### config.mk
export PLATFORM = sky130hd
export DESIGN_NAME = mem_req_stage
export DESIGN_NICKNAME = d
export VERILOG_FILES = /design/src/rtl/mem_req_stage.sv
export SDC_FILE = /design/constraint.sdc
export NUM_CORES = 1
export LEC_CHECK = 0
export ABC_AREA = 1
export CAP_MARGIN = 5
export CORE_AREA = 3 3 143 145
export DETAILED_ROUTE_END_ITERATION = 6
export DIE_AREA = 0 0 146 148
export GPL_TIMING_DRIVEN = 0
export HOLD_SLACK_MARGIN = 0.03
export PLACE_DENSITY_LB_ADDON = 0.08
export SYNTH_ARGS = -nofsm -noshare
export SYNTH_HDL_FRONTEND = slang
export SYNTH_SLANG_ARGS = --single-unit
### constraint.sdc
create_clock -name clk -period 1.7 [get_ports clk]
set_clock_uncertainty 0.05 [all_clocks]
set_input_delay 0.34 -clock clk [delete_from_list [all_inputs] [get_ports clk]]
set_output_delay 0.34 -clock clk [all_outputs]
set_load 0.1 [all_outputs]
### src/rtl/mem_req_stage.sv
// mem_req_stage: memory-request pipeline stage. Holds one instruction at a
// time, issues its data-SRAM request, waits for the response, extracts and
// extends load data, and presents the result downstream.
//
// Ports:
//   clk, resetn                 clock, asynchronous active-low reset
//   in_valid/in_allowin         upstream handshake
//   in_pc, in_result            instruction PC, ALU result (memory address)
//   in_mem_op                   {ld, st, size[1:0], sext}
//   in_wdata                    store data
//   in_rf_we, in_rf_waddr       writeback control
//   cancel                      flush of the held instruction
//   out_valid/out_ready         downstream handshake
//   out_pc, out_rf_*            writeback to the next stage
//   out_ale, out_badv           misaligned-address exception and address
//   fwd_busy                    held load has not captured its data yet
//   data_sram_*                 request/response memory interface
//
// Configuration macro: MEM_ALE_CHECK_EN enables misaligned-access detection.
// Without it out_ale/out_badv are tied low and every access is issued.
module mem_req_stage #(
    parameter int RF_AW   = 5,
    parameter int DRAIN_W = 2
) (
    input  logic             clk,
    input  logic             resetn,
    input  logic             in_valid,
    output logic             in_allowin,
    input  logic [31:0]      in_pc,
    input  logic [31:0]      in_result,
    input  logic [4:0]       in_mem_op,
    input  logic [31:0]      in_wdata,
    input  logic             in_rf_we,
    input  logic [RF_AW-1:0] in_rf_waddr,
    input  logic             cancel,
    output logic             out_valid,
    input  logic             out_ready,
    output logic [31:0]      out_pc,
    output logic             out_rf_we,
    output logic [RF_AW-1:0] out_rf_waddr,
    output logic [31:0]      out_rf_wdata,
    output logic             out_ale,
    output logic [31:0]      out_badv,
    output logic             fwd_busy,
    output logic             data_sram_req,
    output logic             data_sram_wr,
    output logic [1:0]       data_sram_size,
    output logic [31:0]      data_sram_addr,
    output logic [3:0]       data_sram_wstrb,
    output logic [31:0]      data_sram_wdata,
    input  logic             data_sram_addr_ok,
    input  logic             data_sram_data_ok,
    input  logic [31:0]      data_sram_rdata
);

    typedef enum logic [1:0] {
        S_IDLE = 2'd0,
        S_REQ  = 2'd1,
        S_WAIT = 2'd2,
        S_DONE = 2'd3
    } state_t;

    localparam logic [DRAIN_W-1:0] DRAIN_MAX  = {DRAIN_W{1'b1}};
    localparam logic [DRAIN_W-1:0] DRAIN_ZERO = {DRAIN_W{1'b0}};
    localparam logic [DRAIN_W-1:0] DRAIN_ONE  = {{(DRAIN_W-1){1'b0}}, 1'b1};

    // Byte-enable pattern for a store of the given size at address offset a.
    function automatic logic [3:0] store_strb(input logic [1:0] size, input logic [1:0] a);
        logic [3:0] s;
        case (size)
            2'd0: begin
                case (a)
                    2'd0:    s = 4'b0001;
                    2'd1:    s = 4'b0010;
                    2'd2:    s = 4'b0100;
                    default: s = 4'b1000;
                endcase
            end
            2'd1:    s = a[1] ? 4'b1100 : 4'b0011;
            default: s = 4'b1111;
        endcase
        return s;
    endfunction

    // Store data replicated across every lane so any byte enable sees it.
    function automatic logic [31:0] store_data(input logic [1:0] size, input logic [31:0] d);
        logic [31:0] r;
        case (size)
            2'd0:    r = {4{d[7:0]}};
            2'd1:    r = {2{d[15:0]}};
            default: r = d;
        endcase
        return r;
    endfunction

    // Lane select plus zero/sign extension of returned load data.
    function automatic logic [31:0] load_data(input logic [1:0] size, input logic sext,
                                              input logic [1:0] a, input logic [31:0] rd);
        logic [7:0]  b;
        logic [15:0] h;
        logic [31:0] r;
        case (a)
            2'd0:    b = rd[7:0];
            2'd1:    b = rd[15:8];
            2'd2:    b = rd[23:16];
            default: b = rd[31:24];
        endcase
        h = a[1] ? rd[31:16] : rd[15:0];
        case (size)
            2'd0:    r = {{24{sext & b[7]}}, b};
            2'd1:    r = {{16{sext & h[15]}}, h};
            default: r = rd;
        endcase
        return r;
    endfunction

    state_t             state_r, state_nxt_s;
    logic [DRAIN_W-1:0] drain_cnt_r;
    logic [31:0]        pc_r, addr_r, sram_wdata_r, rf_wdata_r;
    logic               ld_r, st_r, sext_r, rf_we_r;
    logic [1:0]         size_r;
    logic [3:0]         wstrb_r;
    logic [RF_AW-1:0]   rf_waddr_r;

    logic               xfer_s, in_ale_s, drain_zero_s, own_resp_s;
    logic               drain_inc_s, drain_dec_s;
    state_t             enter_s;

`ifdef MEM_ALE_CHECK_EN
    assign in_ale_s = (in_mem_op[4] | in_mem_op[3]) &
                      (((in_mem_op[2:1] == 2'd1) & in_result[0]) |
                       ((in_mem_op[2:1] == 2'd2) & (in_result[1:0] != 2'd0)));
`else
    assign in_ale_s = 1'b0;
`endif

    assign drain_zero_s = (drain_cnt_r == DRAIN_ZERO);
    assign in_allowin   = ((state_r == S_IDLE) | ((state_r == S_DONE) & out_ready)) &
                          (drain_cnt_r != DRAIN_MAX);
    // A cancel flushes this stage, so an upstream offer in the same cycle is dropped.
    assign xfer_s       = in_valid & in_allowin & ~cancel;
    assign enter_s      = ((in_mem_op[4] | in_mem_op[3]) & ~in_ale_s) ? S_REQ : S_DONE;
    // Responses are in order: while discards are pending, data_ok belongs to an older request.
    assign own_resp_s   = (state_r == S_WAIT) & data_sram_data_ok & drain_zero_s;
    assign drain_dec_s  = data_sram_data_ok & ~drain_zero_s;
    // A cancelled request whose address was accepted still owes a response.
    assign drain_inc_s  = cancel & (((state_r == S_REQ) & data_sram_addr_ok) |
                                    ((state_r == S_WAIT) & ~own_resp_s));

    // Next-state selection for the single-entry request FSM.
    always_comb begin
        state_nxt_s = state_r;
        case (state_r)
            S_IDLE: begin
                if (xfer_s) state_nxt_s = enter_s;
                else        state_nxt_s = S_IDLE;
            end
            S_REQ: begin
                if (cancel)                 state_nxt_s = S_IDLE;
                else if (data_sram_addr_ok) state_nxt_s = S_WAIT;
                else                        state_nxt_s = S_REQ;
            end
            S_WAIT: begin
                if (cancel)          state_nxt_s = S_IDLE;
                else if (own_resp_s) state_nxt_s = S_DONE;
                else                 state_nxt_s = S_WAIT;
            end
            S_DONE: begin
                if (cancel)         state_nxt_s = S_IDLE;
                else if (xfer_s)    state_nxt_s = enter_s;
                else if (out_ready) state_nxt_s = S_IDLE;
                else                state_nxt_s = S_DONE;
            end
            default: state_nxt_s = S_IDLE;
        endcase
    end

    // State register.
    always_ff @(posedge clk or negedge resetn) begin
        if (!resetn) state_r <= S_IDLE;
        else         state_r <= state_nxt_s;
    end

    // Count of responses still owed by cancelled requests.
    always_ff @(posedge clk or negedge resetn) begin
        if (!resetn)                       drain_cnt_r <= DRAIN_ZERO;
        else if (drain_inc_s & ~drain_dec_s) drain_cnt_r <= drain_cnt_r + DRAIN_ONE;
        else if (drain_dec_s & ~drain_inc_s) drain_cnt_r <= drain_cnt_r - DRAIN_ONE;
        else                                 drain_cnt_r <= drain_cnt_r;
    end

    // Instruction latch on transfer; result overwritten by load data on its response.
    always_ff @(posedge clk or negedge resetn) begin
        if (!resetn) begin
            pc_r         <= 32'd0;
            addr_r       <= 32'd0;
            ld_r         <= 1'b0;
            st_r         <= 1'b0;
            size_r       <= 2'd0;
            sext_r       <= 1'b0;
            wstrb_r      <= 4'd0;
            sram_wdata_r <= 32'd0;
            rf_we_r      <= 1'b0;
            rf_waddr_r   <= {RF_AW{1'b0}};
            rf_wdata_r   <= 32'd0;
        end else if (xfer_s) begin
            pc_r         <= in_pc;
            addr_r       <= in_result;
            ld_r         <= in_mem_op[4];
            st_r         <= in_mem_op[3];
            size_r       <= in_mem_op[2:1];
            sext_r       <= in_mem_op[0];
            wstrb_r      <= store_strb(in_mem_op[2:1], in_result[1:0]);
            sram_wdata_r <= store_data(in_mem_op[2:1], in_wdata);
            rf_we_r      <= in_rf_we;
            rf_waddr_r   <= in_rf_waddr;
            rf_wdata_r   <= in_result;
        end else if (own_resp_s & ~cancel & ld_r) begin
            rf_wdata_r   <= load_data(size_r, sext_r, addr_r[1:0], data_sram_rdata);
        end else begin
            rf_wdata_r   <= rf_wdata_r;
        end
    end

`ifdef MEM_ALE_CHECK_EN
    logic        ale_r;
    logic [31:0] badv_r;

    // Misaligned-access exception latch.
    always_ff @(posedge clk or negedge resetn) begin
        if (!resetn) begin
            ale_r  <= 1'b0;
            badv_r <= 32'd0;
        end else if (xfer_s) begin
            ale_r  <= in_ale_s;
            badv_r <= in_ale_s ? in_result : 32'd0;
        end else begin
            ale_r  <= ale_r;
            badv_r <= badv_r;
        end
    end

    assign out_ale  = ale_r;
    assign out_badv = badv_r;
`else
    assign out_ale  = 1'b0;
    assign out_badv = 32'd0;
`endif

    assign out_valid       = (state_r == S_DONE);
    assign out_pc          = pc_r;
    assign out_rf_we       = rf_we_r & ~out_ale;
    assign out_rf_waddr    = rf_waddr_r;
    assign out_rf_wdata    = rf_wdata_r;
    assign fwd_busy        = ld_r & ((state_r == S_REQ) | (state_r == S_WAIT));
    assign data_sram_req   = (state_r == S_REQ);
    assign data_sram_wr    = st_r;
    assign data_sram_size  = size_r;
    assign data_sram_addr  = addr_r;
    assign data_sram_wstrb = wstrb_r;
    assign data_sram_wdata = sram_wdata_r;

endmodule

Yosys cells after proc, flatten, opt, wreduce, memory -nomap -nowiden
Index checks and enable logic that the tools add are counted.
- bits in registers: 147
- input port bits: 146
- logic and storage cells: 82
- output and inout port bits: 178
- equality and inequality tests: 10
- bitwise logic cells: 26
- mux-type cells: 23
- add/subtract/negate cells: 2
- reductions and logical operators: 8
- operator list (operator ; count):
    32-bit one-hot mux with 2 select lines ; 2
    32-bit 2-to-1 mux ; 2
    8-bit one-hot mux with 3 select lines ; 1
    2-bit 2-to-1 mux ; 10
    1-bit bitwise AND ; 17
    16-bit 2-to-1 mux ; 1
    8-bit 2-to-1 mux ; 2
    2-bit logical NOT ; 6
    4-bit one-hot mux with 3 select lines ; 1
    2-bit by 1-bit equality test with 1-bit output, second input constant ; 5
    2-bit equality test, second input constant ; 4
    2-bit one-hot mux with 4 select lines ; 1
    4-bit one-hot mux with 2 select lines ; 1
    1-bit NOT ; 5
    4-bit 2-to-1 mux ; 1
    1-bit bitwise OR ; 4
    2-bit nonzero test ; 2
    2-bit by 1-bit adder with 2-bit output, second input constant ; 1
    2-bit inequality test, second input constant ; 1
    2-bit by 1-bit subtractor with 2-bit output, second input constant ; 1
    1-bit 2-to-1 mux ; 1

Logic depth before layout (Yosys ltp)
- word-level depth: 11
- mapped depth: 13
- mapped depth without buffers: 12

Worst setup path before layout
Ideal clock, no wire load.
- kind: reg2reg
- start: register state_r[1]
- end: register drain_cnt_r[1]
- required time: 1.519 ns
- setup time: 0.131 ns
- buffers on the path: 0
- arrival: 2.317 ns
- cell stages (with the launch flop): 9
- period minus slack after synthesis: 2.498 ns
- setup slack: -0.798 ns
- cells stage by stage: dfrtp_1 -> inv_1 -> ha_1 -> a21oi_1 -> a211oi_1 -> ha_1 -> a21oi_1 -> o21ai_0 -> xor2_1
- elaborated cells between the ends (all ways): 14
- classes of those cells: eq/ne (2); mux (1); bitwise (10); reduce/logical (1)
- RTL lines (item ; RTL line ; text):
    start: declaration ; 117 ; state_t state_r, state_nxt_s;
    start signal: assignment ; 181 ; else state_r <= state_nxt_s;
    2-bit by 1-bit equality test with 1-bit output (*) ; - ;
    named net data_sram_req ; 45 ; output logic data_sram_req,
    1-bit bitwise AND (*) ; 147 ; assign drain_inc_s = cancel & (((state_r == S_REQ) & data_sram_addr_ok) |
    1-bit bitwise OR (*) ; 147 ;
    1-bit bitwise AND (*) ; 147 ;
    1-bit NOT ; 188 ; else if (drain_dec_s & ~drain_inc_s) drain_cnt_r <= drain_cnt_r - DRAIN_ONE;
    1-bit bitwise AND ; 188 ;
    2-bit nonzero test (no source line) ; - ;
    end signal: assignment ; 187 ; else if (drain_inc_s & ~drain_dec_s) drain_cnt_r <= drain_cnt_r + DRAIN_ONE;
    end signal: assignment ; 188 ;
    end signal: assignment ; 189 ; else drain_cnt_r <= drain_cnt_r;
    end: declaration ; 118 ; logic [DRAIN_W-1:0] drain_cnt_r;
Mark *: on every way through the listed nets, which the timed path passes. The rest lies on a longest branch.
A chain may end at the register's enable or synchronous reset.

Final worst setup path
- start: register state_r[1]
- end: register rf_wdata_r[10], in the netlist out_rf_wdata[10]
- cells in the longest elaborated chain, start to end: 7
- elaborated cells between the ends (all ways): 14
- classes of those cells: eq/ne (2); mux (1); bitwise (9); reduce/logical (2)
- RTL lines (item ; RTL line ; text):
    2-bit equality test ; 138 ; assign in_allowin = ((state_r == S_IDLE) | ((state_r == S_DONE) & out_ready)) &
    1-bit bitwise AND ; 138 ;
    1-bit bitwise OR ; 138 ;
    1-bit bitwise AND ; 138 ;
    1-bit bitwise AND (2 in a row) ; 141 ; assign xfer_s = in_valid & in_allowin & ~cancel;
    32-bit 2-to-1 mux / 2-bit nonzero test (equally long branches) ; - ;
    end signal: assignment ; 217 ; rf_wdata_r <= in_result;
    end signal: assignment ; 219 ; rf_wdata_r <= load_data(size_r, sext_r, addr_r[1:0], data_sram_rdata);
    end signal: assignment ; 221 ; rf_wdata_r <= rf_wdata_r;
    end: declaration ; 119 ; logic [31:0] pc_r, addr_r, sram_wdata_r, rf_wdata_r;
Parallel ways exist; a longest one is shown, timed or not.

==> flow_summary_export.csv <==
group,metric,value,unit
synthesis,muxShareOfSynthArea,0,%
setup_path,arrival,2.21,ns
synthesis,synth-seq-cells,147,
floorplan,core_area,19300,um^2
grt,grt_overflow_total,0,
timing,hold_viol,0,
clocking,htreeDepth,4,
clocking,clock_sinks,147,
run_status,outcome,"finished with violations",
setup_path,r2r-end,"out_rf_wdata[10]",
setup_path,rr_startpoint,"state_r[1]",
floorplan,initial_core_util,37.6,%
grt,use_met1,30.5,%
setup_path,cp_data_required_time,1.97,ns
floorplan,die_area,21600,um^2
timing,fmax,513,MHz
cells_and_area,final_common_cell,"nand2_1",
grt,grt_pass1_vias,7381,
timing,setup_viol,150,
timing,tightest_slew,0.574,ns
synthesis,yosys.area.top_type,"dfrtp_1",
grt,groute.usage.overall,24.3,%
synthesis,synth_top_family_by_area,"simple AND/OR/NAND/NOR gates",
synthesis,yosys.area_share.simple,28.0,%
synthesis,synth_fa_ha_area_share,1.03,%
cells_and_area,nNetsFinal,1486,
timing,layout_setup_ws,-0.248,ns
floorplan,rows,51,
run_status,violations,"setup timing",
clocking,clk_pin_slew,0.07,ns
timing,finalCriticalPeriod,1.95,ns
timing,slew_headroom,61.8,%
timing,grt_setup_unrepaired,"yes",
worst_hold_path,hold_depth,3,
clocking,cts_tree,"yes",
detailed_routing,dr_total_vias,7534,
cells_and_area,layout_common_cells,"nand2_1 (285), clkdlybuf4s50_1 (143), dfrtp_1 (141), buf_2 (132), nand2_2 (97)",
cells_and_area,num_antenna_cells,0,
timing,drv_slew,0,
synthesis,synth_area_leaders,"dfrtp_1 (51%), nand2_1 (21%), buf_4 (5.0%)",
cells_and_area,area_growth,75.3,%
detailed_routing,drc,0,
synthesis,synth_warnings,0,
cells_and_area,multi_input_area,3890,um^2
detailed_routing,ant_nets,0,
setup_path,cp-end-kind,"flip-flop",
grt,antenna_found_initial,1,
place,dpl.hpwl,18.8,mm
setup_path,crit_type,"reg -> reg",
synthesis,synth.avg_cell_area,7.76,um^2
worst_hold_path,hp-class,"in -> reg",
synthesis,syn_inst,938,
setup_path,reg2reg_setup_slack,-0.25,ns
setup_path,reg2regPathDepth,12,
synthesis,ys_seq_area_share,50.6,%
grt,grt_first_pass_wirelength,41.0,mm
cells_and_area,drive_gt1_share,40.6,%
floorplan,die_width,146,um
detailed_routing,routed_wl,27.7,mm
detailed_routing,viasPerCell,4.68,
setup_path,critPathLaunchType,"flip-flop",
synthesis,syn-cell-area,7280,um^2
setup_path,crit_path_max_fanout,8,
clocking,clk-insertion-delay-late,0.42,ns
detailed_routing,routedWlPerCell,17.2,um
grt,met3_usage,8.03,%
place,post-place-ws,-0.962,ns
clocking,clk_path_buf_depth,2,
worst_hold_path,min_to,"data_sram_wdata[27]",
grt,grt_most_used_layer,"met2",
grt,gr-usage-met2,39.7,%
synthesis,synth.distinct_cells,35,
timing,min_period_over_period,115,%
floorplan,io_pins,324,
detailed_routing,drtIter0Drc,349,
cells_and_area,seq_area,3690,um^2
place,gp_congestion,0.858,
synthesis,synth_top_area_share,50.6,%
place,portBuffers,289,
synthesis,synth-compound-area-share,9.34,%
worst_hold_path,min_from,"in_mem_op[2]",
detailed_routing,first_pass_iters,4,
cells_and_area,final_util,66.0,%
clocking,cts-root-buf,"clkbuf_16",
flow_run,maxCapViolCount,0,
clocking,cts_buffers,17,
floorplan,die_height,148,um
cells_and_area,n_fill_cell,1672,
synthesis,synthXorXnorAreaFrac,0.241,%
grt,grt_max_degree,92,
[how the worst max path moves through the flow]
stage / from / to / slack, ns / cells past startpoint
2_1_floorplan: state_r[1] / drain_cnt_r[1] / -0.17 / 8
3_3_place_gp: resetn / data_sram_size[1] / -7.19 / 1
3_5_place_dp: out_ready / in_allowin / -0.96 / 6
4_1_cts: state_r[0] / in_allowin / -0.26 / 6
5_1_grt: state_r[0] / out_rf_wdata[10] / -0.33 / 12
6_report: state_r[1] / out_rf_wdata[10] / -0.25 / 12
[through the flow]
stage          cell area (um^2)  hold slack [ns]  instances  TNS [ns]
2_1_floorplan              7490         -0.00559        970    -18.07
3_3_place_gp              10700            0.412       1524   -988.23
3_5_place_dp              10700            0.300       1525    -88.74
4_1_cts                   12000            0.268       1599    -18.34
5_1_grt                   12800            0.277       1611    -30.51
6_report                  12800            0.284       1611    -19.19
[what timing repair did]
| item | CTS | global route |
|---|---|---|
| resized for setup | 977 | 188 |
| pin swaps | 29 | 45 |
| buffers inserted | 27 | 8 |
| hold endpoints to repair | 56 | 0 |
| gates cloned | 16 | 7 |
| hold buffers | 1 | 0 |
| setup endpoints to repair | 291 | 156 |
[cell type report]
| type | count | area share (%) |
|---|---|---|
| Tap cell | 265 | 2.60 |
| Sequential cell | 147 | 28.9 |
| Clock inverter | 11 | 1.36 |
| Inverter | 64 | 2.11 |
| Clock buffer | 20 | 3.66 |
| Buffer | 76 | 6.08 |
| Multi-Input combinational cell | 682 | 30.5 |
| Timing Repair Buffer | 346 | 24.8 |
[layer usage]
metal	share of wire (%)	up-vias
li1	-	3683
met1	41	3521
met2	49	278
met3	7.8	50
met4	2.5	2
met5	0.069	-
[synthesized netlist by cell type]
library cell,count
nand2_1,413
clkinv_4,1
xnor2_1,1
ha_1,6
nand2_2,3
buf_4,48
nor2_1,54
or2_2,2
buf_6,7
o21ai_0,61
nand3_2,2
nor2_2,3
o211ai_1,2
o21a_1,2
inv_4,1
a21oi_2,2
a21oi_1,42
conb_1,1
inv_1,59
buf_1,1
a22oi_1,7
o21bai_1,1
nor2_4,2
nand3_1,33
dfrtp_1,147
nand4_2,1
clkinv_1,1
o221ai_1,1
a211oi_1,1
xor2_1,1
o21ai_1,8
inv_2,2
nand2_4,1
buf_2,14
clkbuf_1,7
[critical path, cell delays in order (launching register included)]
cell,delay [ns]
dfrtp_2,0.45
inv_4,0.09
ha_4,0.13
inv_2,0.04
nand2_4,0.08
nand4_4,0.14
buf_12,0.18
buf_12,0.13
nand2_8,0.11
clkinv_8,0.11
buf_12,0.16
nor2_4,0.09
a21oi_2,0.05
[state kept, by name, summed over array words and instances (netlist names)]
name             flops
out_rf_wdata        32
out_rf_waddr         5
data_sram_wstrb      4
out_pc              32
data_sram_size       2
data_sram_wr         1
data_sram_wdata     32
out_rf_we            1
state_r              2
ld_r                 1
sext_r               1
drain_cnt_r          2
data_sram_addr      32
[logic make-up (layout without fill, tap and decap cells)]
logic type	count (synthesis)	count (layout)
and+or+nand+nor	514	514
DFF	147	147
buffers and inverters	141	517
AOI/OAI and AO/OA	127	127
adders and majority gates	6	6
xor gates and xnor gates	2	2
other	1	33
Power is left out: the tool's default activity adds up to more than one toggle a clock period on the data nets, which glitch-free logic cannot reach.
